`config.mk`:
```
export PLATFORM = sky130hd
export DESIGN_NAME = mem_ctrl
export DESIGN_NICKNAME = d
export VERILOG_FILES = /design/src/rtl/cpu_pkg.sv /design/src/rtl/mem_wait_timer.sv /design/src/rtl/mem_ctrl.sv
export SDC_FILE = /design/constraint.sdc
export NUM_CORES = 1
export LEC_CHECK = 0
export CAP_MARGIN = 20
export CORE_AREA = 5 5 110 112
export DETAILED_ROUTE_END_ITERATION = 10
export DIE_AREA = 0 0 115 117
export HOLD_SLACK_MARGIN = 0.06
export PLACE_DENSITY = 0.76
export SETUP_SLACK_MARGIN = 0.1
export SKIP_CTS_REPAIR_TIMING = 1
export SLEW_MARGIN = 0
export SYNTH_ARGS = -nofsm -noshare
export SYNTH_HDL_FRONTEND = slang
export SYNTH_SLANG_ARGS = --single-unit
```
`constraint.sdc`:
```
create_clock -name clk -period 1.7 [get_ports clk]
set_clock_uncertainty 0.15 [all_clocks]
set_input_delay 0.34 -clock clk [delete_from_list [all_inputs] [get_ports clk]]
set_output_delay 0.34 -clock clk [all_outputs]
set_load 0.05 [all_outputs]
```
`src/rtl/cpu_pkg.sv`:
```
// Shared types for the memory access sequencer: FSM states and the captured operation.
package cpu_pkg;

  typedef enum logic [1:0] {
    IDLE  = 2'd0,
    READ  = 2'd1,
    WRITE = 2'd2,
    DONE  = 2'd3
  } mem_state_e;

  typedef enum logic {
    MEM_OP_RD = 1'b0,
    MEM_OP_WR = 1'b1
  } mem_op_e;

endpackage

```
`src/rtl/mem_wait_timer.sv`:
```
// Clear/enable wait counter that saturates at WAIT_MAX-1; o_expired flags the last allowed cycle.
module mem_wait_timer #(
  parameter int unsigned WAIT_MAX = 15
) (
  input  logic clk,
  input  logic rst_n,
  input  logic i_clr,
  input  logic i_en,
  output logic o_expired
);

  localparam int unsigned CW = $clog2(WAIT_MAX + 1);
  localparam logic [CW-1:0] LAST = CW'(WAIT_MAX - 1);

  logic [CW-1:0] r_cnt;

  always_ff @(posedge clk or negedge rst_n) begin
    if (!rst_n)                  r_cnt <= '0;
    else if (i_clr)              r_cnt <= '0;
    else if (i_en && r_cnt != LAST) r_cnt <= r_cnt + CW'(1);
  end

  assign o_expired = (r_cnt == LAST);

endmodule

```
`src/rtl/mem_ctrl.sv`:
```
// Memory access sequencer: one read or write per request, ready handshake, MDR load on read.
// Define MEM_CTRL_TIMEOUT_EN to compile in the WAIT_MAX wait timer and timeout abort.
module mem_ctrl
  import cpu_pkg::*;
#(
  parameter int unsigned WAIT_MAX = 15
) (
  input  logic        clk,
  input  logic        rst_n,
  input  logic        req_rd,
  input  logic        req_wr,
  input  logic [31:0] mar_value,
  input  logic [31:0] mdr_value,
  output logic        busy,
  output logic        done,
  output logic        err,
  output logic        ld_mdr,
  output logic [31:0] mdr_in,
  output logic [31:0] mem_addr,
  output logic [31:0] mem_wdata,
  output logic        mem_rd,
  output logic        mem_wr,
  input  logic        mem_ready,
  input  logic [31:0] mem_rdata
);

  if (WAIT_MAX < 1) begin : g_bad_wait_max
    $error("mem_ctrl: WAIT_MAX must be >= 1");
  end

  mem_state_e  r_state, w_next;
  mem_op_e     r_op;
  logic [31:0] r_addr, r_wdata, r_mdr;
  logic        r_to, r_illegal;
  logic        w_rw, w_expired, w_timeout, w_acc_rd, w_acc_wr;

  assign w_rw     = (r_state == READ) || (r_state == WRITE);
  assign w_acc_rd = (r_state == IDLE) && req_rd && !req_wr;
  assign w_acc_wr = (r_state == IDLE) && req_wr && !req_rd;

`ifdef MEM_CTRL_TIMEOUT_EN
  mem_wait_timer #(.WAIT_MAX(WAIT_MAX)) u_timer (
    .clk       (clk),
    .rst_n     (rst_n),
    .i_clr     (!w_rw),
    .i_en      (w_rw && !mem_ready),
    .o_expired (w_expired)
  );
`else
  assign w_expired = 1'b0;
`endif

  // mem_ready wins when it coincides with the last allowed wait cycle
  assign w_timeout = w_rw && !mem_ready && w_expired;

  always_ff @(posedge clk or negedge rst_n) begin
    if (!rst_n) r_state <= IDLE;
    else        r_state <= w_next;
  end

  always_comb begin
    w_next = r_state;
    unique case (r_state)
      IDLE:        if (w_acc_rd) w_next = READ;
                   else if (w_acc_wr) w_next = WRITE;
      READ, WRITE: if (mem_ready || w_timeout) w_next = DONE;
      DONE:        w_next = IDLE;
      default:     w_next = IDLE;
    endcase
  end

  always_ff @(posedge clk or negedge rst_n) begin
    if (!rst_n) begin
      r_op      <= MEM_OP_RD;
      r_addr    <= '0;
      r_wdata   <= '0;
      r_mdr     <= '0;
      r_to      <= 1'b0;
      r_illegal <= 1'b0;
    end else begin
      r_illegal <= (r_state == IDLE) && req_rd && req_wr;
      r_to      <= w_timeout;
      if (w_acc_rd || w_acc_wr) begin
        r_op    <= w_acc_rd ? MEM_OP_RD : MEM_OP_WR;
        r_addr  <= mar_value;
        r_wdata <= mdr_value;
      end
      if (r_state == READ && mem_ready) r_mdr <= mem_rdata;
    end
  end

  // Outputs decode registered state only; no input reaches an output combinationally
  always_comb begin
    busy      = (r_state != IDLE);
    mem_rd    = (r_state == READ);
    mem_wr    = (r_state == WRITE);
    done      = (r_state == DONE);
    ld_mdr    = (r_state == DONE) && (r_op == MEM_OP_RD) && !r_to;
    err       = ((r_state == DONE) && r_to) || r_illegal;
    mem_addr  = r_addr;
    mem_wdata = r_wdata;
    mdr_in    = r_mdr;
  end

endmodule

```
* After elaboration in Yosys (flattened, before gate mapping) *
Index checks and enable logic that the tools add are counted.

storage, ports and cells
  bits in registers = 100
  latch bits = 0
  memory bits (writable) = 0
  ROM bits = 0
  output and inout bits = 102
  memories kept = 0

operators by class
  $add $sub $neg = 0
  multiply operators = 0
  divide/modulo/power cells = 0
  order comparisons = 0
  equality and inequality tests = 5
  shifts and indexed selects = 0
  mux-type cells = 5
  bitwise logic cells = 1
  reductions and logical operators = 14

operators by type and width
  cell                                                 count
  logical AND 1 bit                                    7
  2-to-1 mux 2 bit                                     3
  one-hot mux 2 bit (3 select lines)                   1
  equality test 2 bit, second input constant           2
  inequality test 3 bit, second input constant         1
  equality test 2 x 1 -> 1 bit, second input constant  1
  zero test 1 bit                                      2
  zero test 2 bit                                      1
  inequality test 2 bit, second input constant         1
  AND reduction 2 bit                                  1
  nonzero test 2 bit                                   1
  OR reduction 2 bit                                   1
  logical OR 1 bit                                     1
  2-to-1 mux 1 bit                                     1
  inverter 1 bit                                       1

* Depth between registers and ports, before layout *
  depth after elaboration = 6
  mapped depth = 5
  depth with buffers taken out = 5

* Least setup slack after synthesis *
Ideal clock, no wire load.

  path type = register to output
  from = register r_state[0]
  to = output ld_mdr
  arrival time = 1633 ps
  slack = -423 ps
  cell stages (with the launch flop) = 3
  path buffers = 0
  cells stage by stage = dfrtp_1 > ha_1 > nor2b_1

between the ends
  cells in the longest elaborated chain, start to end = 2

RTL lines
  item                    line            source
  from (decl)             mem_ctrl.sv:31  mem_state_e r_state, w_next;
  from (signal assigned)  mem_ctrl.sv:58  else r_state <= w_next;
  equality test 2 bit     --
  via done                mem_ctrl.sv:15  output logic done,
  logical AND 1 bit       mem_ctrl.sv:98  ld_mdr = (r_state == DONE) && (r_op == MEM_OP_RD) && !r_to;
  to (decl)               mem_ctrl.sv:17  output logic ld_mdr,

The timed path passes the listed nets, and every way through them passes these cells.

* Worst setup path in the final report *
  from = register r_state[1]
  to = output busy

between the ends
  cells in the longest elaborated chain, start to end = 1

RTL lines
  item                line            source
  nonzero test 2 bit  mem_ctrl.sv:94  busy = (r_state != IDLE);
  to (decl)           mem_ctrl.sv:14  output logic busy,

Every way passes these cells.

==> impl_results.md <==
* Min-delay src: req_rd
* Total power at 21.2 mW
* FF+latch count, synth at 100
* Worst r2r src: r_state[1]
* Outcome: finished with violations
* Pin count of the biggest net entering global routing at 62
* Register area share after synthesis at 64.7%
* DR vias at 2,908
* Sw frac at 41.1%
* I/O Pins at 203
* Core Area at 11,100 um^2
* Rows at 39
* Failing checks: negative setup slack
* Synthesized area at 3870 um^2
* Netlist cell types at 21
* Worst-path clk slew at 70 ps
* Global Route Usage Sum at 15.4%
* Vias in the first global route at 3,072
* Footprint of the multi-input gates at 1680 um^2
* Worst setup path category: reg -> out
* DR pass1 iterations at 4
* Residual DRC count at 0
* Final Critical Period at 1840 ps
* Max cap viols at 0
* Initial antenna violation count at 0
* DR iter-0 viols at 75
* First-pass GRT wire length at 16.2 mm
* Remaining global-route overflow at 0
* Normalized max-slew margin at 71.9%
* Commonest cells after routing, fill and taps aside: buf_12, dfrtp_1, clkdlybuf4s50_1, mux2_4, mux2_2
* Endpoints failing hold at 0
* Antenna cells at 0
* HPWL after DPL at 8.21 mm
* Clk buf depth at 2
* Net Sw Power at 8.71 mW
* Post-synth top area share at 64.7%
* # setup viols final at 11
* Final ANT Viol Nets at 0
* Initial Utilization at 34.8%
* CP startpoint: r_state[1]
* Nets at 574
* Layout cell share with drive strength beyond 1 at 55.6%
* Commonest non-fill, non-tap cell in the layout: buf_12
* Sequential Power Share at 23.7%
* Final WS setup at -138 ps
* Max-slew violations at 0
* Number of CTS-inserted buffers at 9
* Worst slew pin tran at 421 ps
* Net count after synthesis at 337
* Worst path max stage delay at 400 ps
* Synth area leader: dfrtp_1
* Clock Latency Late Sink at 330 ps
* P per Cell Area at 2570 nW/um^2
* Clk Tree Root Cell: clkbuf_16
* PortBufs at 202
* Vias per cell at 4.72
* Routability cong. at 0.800
* H-tree level count at 3
* Int Pwr at 12.5 mW
* Die Width at 115 um
* Slowest-stage cell, CP: dfrtp_1
* Largest driver fanout on the critical path at 3
* Seq. cell area at 2500 um^2
* CP required at 1210 ps
* Fillers at 679
* Peak VDD IR at 1.54 mV
* Hold crit path type: in -> reg
* Crit path cell chain: inv_2 > ha_4 > buf_6 > clkinvlp_4 > buf_12
* Comb pwr share at 65.6%
* Arr. time, crit path at 1350 ps
* Pleak at 3.88 nW
* Synth Instances at 231
* Worst Setup End Kind: primary output
* CP bufs+invs at 4
* Post-route clock period utilization at 108%
* DR WL/cell at 21.1 um
* CP Launch Type: flop
* CTS tree: done
* Top post-synthesis cells by area: dfrtp_1, mux2_2, clkbuf_8
* Die Footprint at 13,500 um^2
* Die height at 117 um
* Wirelength, routed at 13.0 mm
* Syn Area/Cell at 16.7 um^2
* Clk pwr share at 10.7%
* CP delay by family, top: buffers and inverters
* Hold_ws at 316 ps
* RSZ-0062 raised after global routing: true
* Fmax at 544 MHz
* Yosys warns at 0
* CTS Sinks at 100
* P&R area growth vs syn at 113%
-- worst paths after layout --
kind | endpoint | slack, ps | cells after the start
worst max-delay path | busy | -140 | 5
worst min-delay path | r_illegal | 320 | 2
worst min register to register | mem_wdata[16] | 420 | 1
worst max register to register | mem_wdata[9] | -10 | 6
min in group asynchronous | r_illegal | 390 | 3
max in group asynchronous | mdr_in[11] | 700 | 3
-- cell families (layout without fill, tap and decap cells) --
logic type      Yosys count  in the layout  share of synthesized area, %
fa+ha+maj                 5              5                          1.62
simple gates              7              8                          1.00
flops                   100            100                          64.7
xor+xnor                  1              1                         0.227
buf+inv                  14            255                          2.98
mux                      97             97                          28.2
compound gates            7              7                          1.26
-- synth_stat cells, drive strengths merged --
| cell type | count |
|---|---|
| and3 | 1 |
| mux2 | 96 |
| o22ai | 1 |
| o22a | 1 |
| nor2b | 1 |
| a21oi | 2 |
| a21boi | 1 |
| xor2 | 1 |
| buf | 3 |
| dfrtp | 100 |
| clkbuf | 6 |
| mux2i | 1 |
| ha | 5 |
| nor2 | 1 |
| inv | 5 |
| a211oi | 1 |
| a2bb2oi | 1 |
| nor3b | 1 |
| nand2 | 3 |
-- area by class of cell --
type	instances	area share (%)
repair buffers	234	42.7
flip-flops and latches	100	30.4
multi-input cells	118	20.3
clock buffers	13	3.28
well taps	143	2.17
clock inverters	3	0.819
inverters	5	0.303
-- flip-flops by register name, indices dropped and copies added (netlist names) --
name,count
r_state,2
mem_wdata,32
mem_addr,32
r_illegal,1
r_op,1
mdr_in,32
-- stage by stage --
stage / TNS, ps / utilization (%) / worst slack [ps] / cells / cell area (um^2)
after floorplan: 0 / - / 26.0 / 231 / 3930
after global routing: -2060 / 74.1 / -204 / 616 / 8250
after CTS: -2130 / 67.5 / -297 / 592 / 7510
after detailed placement: -26040 / 64.5 / -385 / 576 / 7180
final: -374 / 74.1 / -138 / 616 / 8250
after global placement: -23490 / 64.5 / -349 / 576 / 7180
-- metal layers --
metal | up-vias | global-route usage [%] | share of wire (%)
met3 | 21 | 7.20 | 10
li1 | 1292 | - | -
met1 | 1446 | 16.9 | 35
met2 | 149 | 26.2 | 52
met5 | - | 0 | 0
met4 | 0 | 5.87 | 2.2
-- power groups by stage --
| stage | clock network (mW) | registers [mW] | logic [mW] |
|---|---|---|---|
| final | 2.27 | 5.02 | 13.9 |
| after global routing | 2.42 | 5.16 | 14.3 |
| after CTS | 2.31 | 4.93 | 12.4 |
| after detailed placement | 0 | 4.97 | 12.4 |
| after global placement | 0 | 4.88 | 12.2 |
| after floorplan | 0 | 8.37 | 2.27 |
(Power assumes the default switching activity.)
